`src/rtl/xor4.sv`:
```
// 4-bit parity unit with a registered parity, a valid strobe, a running
// parity accumulator and a saturating count of odd-parity samples.
//
// Ports:
//   clk       - rising-edge clock for all registered state
//   rst_n     - asynchronous active-low reset of all registered state
//   x         - 4-bit data word
//   in_valid  - sample x on the next rising edge
//   clear     - synchronous clear of registered state, wins over in_valid
//   y         - combinational parity of x (zero latency, reset-independent)
//   y_q       - parity of the last accepted x
//   y_valid   - one-cycle strobe following each accepted sample
//   acc       - running XOR of accepted parities since reset or clear
//   ones_cnt  - saturating count of accepted odd-parity samples
module xor4 #(
  parameter int unsigned CNT_W = 8
) (
  input  logic             clk,
  input  logic             rst_n,
  input  logic [3:0]       x,
  input  logic             in_valid,
  input  logic             clear,
  output logic             y,
  output logic             y_q,
  output logic             y_valid,
  output logic             acc,
  output logic [CNT_W-1:0] ones_cnt
);

  localparam logic [CNT_W-1:0] CNT_MAX = {CNT_W{1'b1}};

  logic accept;

  // Parity path is purely combinational so it tracks x even in reset.
  assign y      = ^x;
  assign accept = in_valid & ~clear;

  // Registered parity, strobe, accumulator and saturating counter.
  always_ff @(posedge clk or negedge rst_n) begin
    if (!rst_n) begin
      y_q      <= 1'b0;
      y_valid  <= 1'b0;
      acc      <= 1'b0;
      ones_cnt <= '0;
    end else if (clear) begin
      y_q      <= 1'b0;
      y_valid  <= 1'b0;
      acc      <= 1'b0;
      ones_cnt <= '0;
    end else if (accept) begin
      y_q     <= y;
      y_valid <= 1'b1;
      acc     <= acc ^ y;
      // Hold at all-ones instead of wrapping.
      if (y && (ones_cnt != CNT_MAX)) begin
        ones_cnt <= ones_cnt + CNT_W'(1);
      end
    end else begin
      y_valid <= 1'b0;
    end
  end

endmodule

```
`config.mk`:
```
export PLATFORM = sky130hd
export DESIGN_NAME = xor4
export DESIGN_NICKNAME = d
export VERILOG_FILES = /design/src/rtl/xor4.sv
export SDC_FILE = /design/constraint.sdc
export NUM_CORES = 1
export LEC_CHECK = 0
export BUFFER_PORTS_ARGS = -buffer_cell sky130_fd_sc_hd__buf_2
export CAP_MARGIN = 15
export CORE_MARGIN = 2
export CORE_UTILIZATION = 48
export CTS_CLUSTER_SIZE = 10
export DETAILED_ROUTE_END_ITERATION = 10
export GPL_TIMING_DRIVEN = 1
export PLACE_DENSITY = 0.75
export SYNTH_ARGS = -nofsm -noshare
export SYNTH_HDL_FRONTEND = slang
export SYNTH_SLANG_ARGS = --single-unit
```
`constraint.sdc`:
```
create_clock -name clk -period 1.7 [get_ports clk]
set_input_delay 0.255 -clock clk [delete_from_list [all_inputs] [get_ports clk]]
set_output_delay 0.255 -clock clk [all_outputs]
set_load 0.03 [all_outputs]
```
==> impl_metrics.yaml, run 1 <==
timing:
  fin_crit_sh_pct: 91.9
  grt_setup_unrepaired: "no"
  max_freq_mhz: 640
  hold_viol: 0
  relSlewSlack_pct: 83.4
  post-route-min-period_ns: 1.56
  fin_skew_ns: 0.00126
  maxSlewViolCount: 0
  fin_tns_setup_ns: 0
  setup_viol: 0
  max_slew.worst_pin.slew_ns: 0.248
logic_synthesis:
  yosysUniqueCellTypes: 27
  ys_top_cells_by_count: "dfrtp_1 (11), nor2_1 (7), a21oi_1 (5), nor2b_1 (4), o21ai_0 (4)"
  seq_area_frac_synth_pct: 43.0
  netlist_area_um2: 641
  synthTopCellsByArea: "dfrtp_1 (43%), mux2_2 (5.3%), nor2_1 (4.1%)"
  synth_cells: 65
  syn-mean-instance-area_um2: 9.86
  syn-num-nets: 74
  synth.most_common_cell: "dfrtp_1"
  netlist.area_leader.share_pct: 43.0
  synth_top_area_cell: "dfrtp_1"
  synth_seq_cells: 11
  synth_edf_count: 0
  async_flop_share_pct: 100
  yosys_warnings: 0
  yosys_most_used_dff: "dfrtp_1"
min_path:
  hp-class: "input pin to register"
  hold_start: "clear"
  hold_depth: 2
layout:
  area_delta_synth_final_pct: 27.1
  multiInputGateArea_um2: 339
  nFillCells: 110
  final_util_pct: 64.2
  drive_above_1_share_pct: 33.0
  regArea_um2: 275
  insertedDiodeCount: 0
  fin_nets: 101
worst_setup_path:
  path_class: "register to register"
  endpoint_kind: "register"
  cpPeakStageDelay_ns: 0.38
  worstPathMaxFanout: 4
  cp_num_buf_inv: 0
  cp_slowest_cell: "dfrtp_1"
  path_cells: "ha_1 > nand4_1 > o21ai_1 > nor3_1 > mux2_2"
  arrival_ns: 1.73
  path_depth: 5
  cp_top_family: "flip-flops"
  cp.required_ns: 1.86
  rr_worst_depth: 5
  r2r-start: "ones_cnt[0]"
  cp-startpoint: "ones_cnt[0]"
  cp-start-kind: "register"
pwr:
  leakagePower_nw: 0.407
  powerDensity_nw_per_um2: 780
  ir_drop_mv: 0.530
clock_network:
  path_clk_slew_ns: 0.07
  clock_path_buffers: 2
  clk_latency_ns: 0.27
  numCtsBuffers: 3
  tritoncts: "built"
  htreeDepth: 1
  cts_setup_buffers: 0
  clock_sinks: 11
  cts-root-buf: "clkbuf_4"
drt:
  viasPerCell: 5.29
  ant_nets: 0
  drc: 0
  num_vias: 561
  first_iter_violations: 14
  drt_wl_total_um: 1330
  firstDrtPassIters: 4
  wl_per_cell_um: 12.6
run:
  drv_cap: 0
global_routing:
  overflow: 0
  grt_usage_pct: 19.9
  grt_max_degree: 16
  grt_pass1_vias: 517
  antenna_found_initial: 0
  grt_pass1_wl_um: 2150
placement:
  io_buffers: 19
  dp_hpwl_um: 1010
  gp_congestion: 0.800
floorplan:
  initial_core_util_pct: 50.5
  io-pin-count: 20
  placementRows: 13
  die_w_um: 40.5
  dieArea_um2: 1640
  die_h_um: 40.5
  core_um2: 1270
run_status:
  status: "finished clean"
-- layout make-up --
cell class / instances / area share (%)
flip-flops and latches: 11 / 33.8
well taps: 15 / 2.30
multi-input cells: 50 / 41.6
repair buffers: 24 / 18.1
inverters: 2 / 0.922
clock buffers: 4 / 3.23
-- cells by family (layout without fill, tap and decap cells) --
| logic type | count (synthesis) | count (layout) | synth area share (%) |
|---|---|---|---|
| simple gates | 28 | 28 | 26.6 |
| mux | 5 | 5 | 8.40 |
| buf+inv | 4 | 30 | 4.10 |
| fa+ha+maj | 1 | 1 | 1.95 |
| flops | 11 | 11 | 43.0 |
| compound gates | 13 | 13 | 11.9 |
| xor+xnor | 3 | 3 | 4.10 |
-- power by group --
group / total (mW) / internal, mW / leakage, nW / switching (mW)
logic: 0.171 / 0.0672 / 0.242 / 0.104
registers: 0.279 / 0.273 / 0.150 / 0.00585
clock network: 0.185 / 0.0911 / 0.0150 / 0.0940
-- cells in the final DEF (no fill, tap or decap), drive strengths merged --
| cell type | Yosys | layout |
|---|---|---|
| buf | 2 | 23 |
| dfrtp | 11 | 11 |
| nor2 | 7 | 7 |
| a21oi | 5 | 5 |
| nor2b | 4 | 4 |
| o21ai | 4 | 4 |
| clkbuf | 0 | 4 |
| mux2 | 3 | 3 |
| xor2 | 2 | 2 |
| inv | 2 | 2 |
| nand3 | 2 | 2 |
| and4 | 2 | 2 |
| or3 | 2 | 2 |
| nand2 | 2 | 2 |
| nand2b | 2 | 2 |
| mux2i | 2 | 2 |
| and3 | 2 | 2 |
| a311oi | 2 | 2 |
| xnor2 | 1 | 1 |
| nand4 | 1 | 1 |
| o31ai | 1 | 1 |
| or4 | 1 | 1 |
| a31oi | 1 | 1 |
| nor4 | 1 | 1 |
| nor3 | 1 | 1 |
| and2 | 1 | 1 |
| ha | 1 | 1 |
| dlygate4sd3 | 0 | 1 |
-- registers in the layout (all words and copies together), names as in the netlist --
| signal | flops |
|---|---|
| ones_cnt | 8 |
| y_q | 1 |
| y_valid | 1 |
| acc | 1 |
-- routing by layer --
metal  vias up  global-route usage (%)  share of wire (%)
li1        288                       -                  -
met5         -                       0                  0
met3         5                    3.33                3.1
met1       257                    27.6                 47
met2        11                    29.4                 47
met4         0                    10.0                2.2
-- final timing paths --
| check | endpoint | slack (ns) |
|---|---|---|
| worst max-delay path | ones_cnt[5] | 0.14 |
| worst min-delay path | ones_cnt[2] | 0.31 |
| worst max register to register | ones_cnt[5] | 0.14 |
| worst min register to register | y_q | 0.54 |
| max in group asynchronous | ones_cnt[6] | 1.13 |
| min in group asynchronous | y_q | 0.37 |
-- repair_timing --
item,in CTS,in global routing
endpoints found under the hold margin,11,0
setup endpoints to repair,0,1
hold buffers,1,0
gates resized for setup,0,1
-- per-stage QoR --
step | power [mW] | cell area, um2 | setup WS (ns) | hold slack [ns] | std cells
after global routing | 0.667 | 815 | 0.0277 | 0.331 | 106
after detailed placement | 0.455 | 778 | 0.0984 | 0.140 | 101
final | 0.635 | 815 | 0.138 | 0.308 | 106
after CTS | 0.638 | 815 | 0.123 | 0.307 | 106
after global placement | 0.450 | 778 | 0.138 | 0.138 | 101
after floorplan | 0.390 | 641 | 0.0112 | -0.0406 | 65
Note: power is estimated with default switching activity, not from simulation.
==> inputs of run 2 (changes only) <==
==> config.mk (replaced) <==
export PLATFORM = sky130hd
export DESIGN_NAME = xor4
export DESIGN_NICKNAME = d
export VERILOG_FILES = /design/src/rtl/xor4.sv
export SDC_FILE = /design/constraint.sdc
export NUM_CORES = 1
export LEC_CHECK = 0
export CAP_MARGIN = 15
export CELL_PAD_IN_SITES_DETAIL_PLACEMENT = 1
export CELL_PAD_IN_SITES_GLOBAL_PLACEMENT = 2
export CORE_ASPECT_RATIO = 1.1
export CORE_MARGIN = 2
export CORE_UTILIZATION = 35
export CTS_CLUSTER_SIZE = 10
export DETAILED_ROUTE_END_ITERATION = 10
export DONT_BUFFER_PORTS = 1
export GPL_TIMING_DRIVEN = 1
export PLACE_DENSITY = 0.73
export SYNTH_ARGS = -nofsm -noshare
export SYNTH_HDL_FRONTEND = slang
export SYNTH_SLANG_ARGS = --single-unit
==> run 2 against run 1 <==
  * Combinational power down 20%
  * Cell count fell by 8.5%
  * Worst hold slack worse by 0.27 ns
  * Core utilization shrank 20 points
  * Clock skew up 0.0022 ns
  * Sequential share of layout area is 1.7 points higher
  * Die area increased by 33%
==> impl_metrics.yaml, run 2 (synthesis results as in run 1) <==
clock_network:
  htreeDepth: 1
  clk_latency_ns: 0.27
  numCtsBuffers: 3
  tritoncts: "built"
  cts-root-buf: "clkbuf_4"
  clock_sinks: 11
  path_clk_slew_ns: 0.07
  clock_path_buffers: 2
drt:
  drt_wl_total_um: 1480
  first_iter_violations: 7
  wl_per_cell_um: 15.3
  viasPerCell: 5.64
  num_vias: 547
  firstDrtPassIters: 4
  drc: 0
  ant_nets: 0
worst_setup_path:
  rr_worst_depth: 5
  r2r_slack_ns: 0.1
  cp-endpoint: "ones_cnt[5]"
  cp.required_ns: 1.85
  timing.rr.end: "ones_cnt[5]"
  path_class: "register to register"
  endpoint_kind: "register"
  r2r-start: "ones_cnt[0]"
  cp-start-kind: "register"
  arrival_ns: 1.76
  worstPathMaxFanout: 4
  cp-startpoint: "ones_cnt[0]"
global_routing:
  gr-usage-met1_pct: 19.6
  grt_pass1_vias: 555
  top_usage_layer: "met2"
  met3_usage_pct: 3.33
  overflow: 0
  grt_pass1_wl_um: 2500
  grt_max_degree: 16
  grt_usage_pct: 15.2
  antenna_found_initial: 0
  met2_usage_pct: 24.4
layout:
  insertedDiodeCount: 0
  multiInputGateArea_um2: 339
  nFillCells: 222
  top_register: "ones_cnt"
  final_area_um2: 776
  final_cell_mix: "dfrtp_1 (11), buf_4 (10), nor2_1 (7)"
  fin_nets: 89
  regArea_um2: 275
  drive_above_1_share_pct: 22.8
  final_common_cell: "dfrtp_1"
  largest_reg_flops: 8
  area_delta_synth_final_pct: 21.1
floorplan:
  placementRows: 16
  dieArea_um2: 2190
  die_h_um: 48.9
  io-pin-count: 20
  die_w_um: 44.8
  core_um2: 1760
  initial_core_util_pct: 36.4
pwr:
  p_int_mw: 0.420
  leakagePower_nw: 0.354
  ir_drop_mv: 0.461
  seq_power_share_pct: 48.2
  powerDensity_nw_per_um2: 785
  p_sw_mw: 0.188
  power_frac_clock_pct: 29.5
  combPwrFrac_pct: 22.3
  swShare_pct: 30.9
timing:
  relSlewSlack_pct: 64.9
  setup_viol: 0
  max_freq_mhz: 623
  maxSlewViolCount: 0
  post-route-min-period_ns: 1.60
  fin_crit_sh_pct: 94.4
  fin_tns_setup_ns: 0
  hold_viol: 0
  max_slew.worst_pin.slew_ns: 0.525
  fin_skew_ns: 0.00349
  grt_setup_unrepaired: "no"
placement:
  dpl_cell_area_um2: 732
  gp_congestion: 0.727
  io_buffers: 0
  dp_hpwl_um: 1190
run_status:
  status: "finished clean"
run:
  drv_cap: 0
min_path:
  hp-class: "input pin to register"
-- run 2: cell count changes in the layout (fill, tap and decap cells not counted), sizes merged --
cell,change
buf,-12
-- run 2: worst min path at each step --
stage           from  cells after the start     endpoint  slack (ns)
2_1_floorplan  rst_n                      0          acc       -0.04
3_3_place_gp   rst_n                      0  ones_cnt[2]       -0.04
3_5_place_dp   rst_n                      0  ones_cnt[2]       -0.04
4_1_cts        clear                      1  ones_cnt[3]        0.04
5_1_grt        clear                      1          acc        0.03
6_report       clear                      1  ones_cnt[3]        0.04
-- run 2: area by class of cell --
type	instances	area share, %
tap	18	2.90
inverter	2	0.968
multi-input combinational	50	43.7
sequential	11	35.5
clock buffer	4	3.39
timing repair buffer	12	13.5
-- run 2: stage by stage --
step / instances / setup slack, ns / utilization, % / hold slack [ns] / power [mW]
2_1_floorplan: 65 / 0.0112 / - / -0.0406 / 0.390
3_3_place_gp: 91 / 0.136 / 41.5 / -0.0403 / 0.427
3_5_place_dp: 91 / 0.0508 / 41.5 / -0.0402 / 0.430
4_1_cts: 96 / 0.0375 / 43.6 / 0.0354 / 0.620
5_1_grt: 97 / 0.0274 / 44.0 / 0.0307 / 0.642
6_report: 97 / 0.0955 / 44.0 / 0.0427 / 0.609
-- run 2: critical path: stages, from the launching register on --
cell	delay, ns
dfrtp_1	0.38
ha_1	0.24
nand4_1	0.14
o21ai_1	0.11
nor3_1	0.25
mux2_2	0.36
-- run 2: power by group through the flow --
| stage | clock, mW | sequential [mW] | combinational (mW) |
|---|---|---|---|
| floorplan | 0 | 0.311 | 0.0788 |
| global placement | 0 | 0.299 | 0.128 |
| detailed placement | 0 | 0.299 | 0.131 |
| CTS | 0.188 | 0.294 | 0.138 |
| global route | 0.198 | 0.296 | 0.149 |
| finish | 0.180 | 0.293 | 0.136 |
-- run 2: per-layer routing --
metal / vias up / wire (um)
met3: 4 / 56
met4: 0 / 23
li1: 264 / -
met1: 270 / 632
met2: 9 / 770
met5: - / 0
-- run 2: what timing repair did --
action                                 4_1_cts  5_1_grt
hold buffers                                 1        0
setup endpoints to repair                    0        2
buffers inserted                             0        1
endpoints found under the hold margin       11        0
gates resized for setup                      0        1
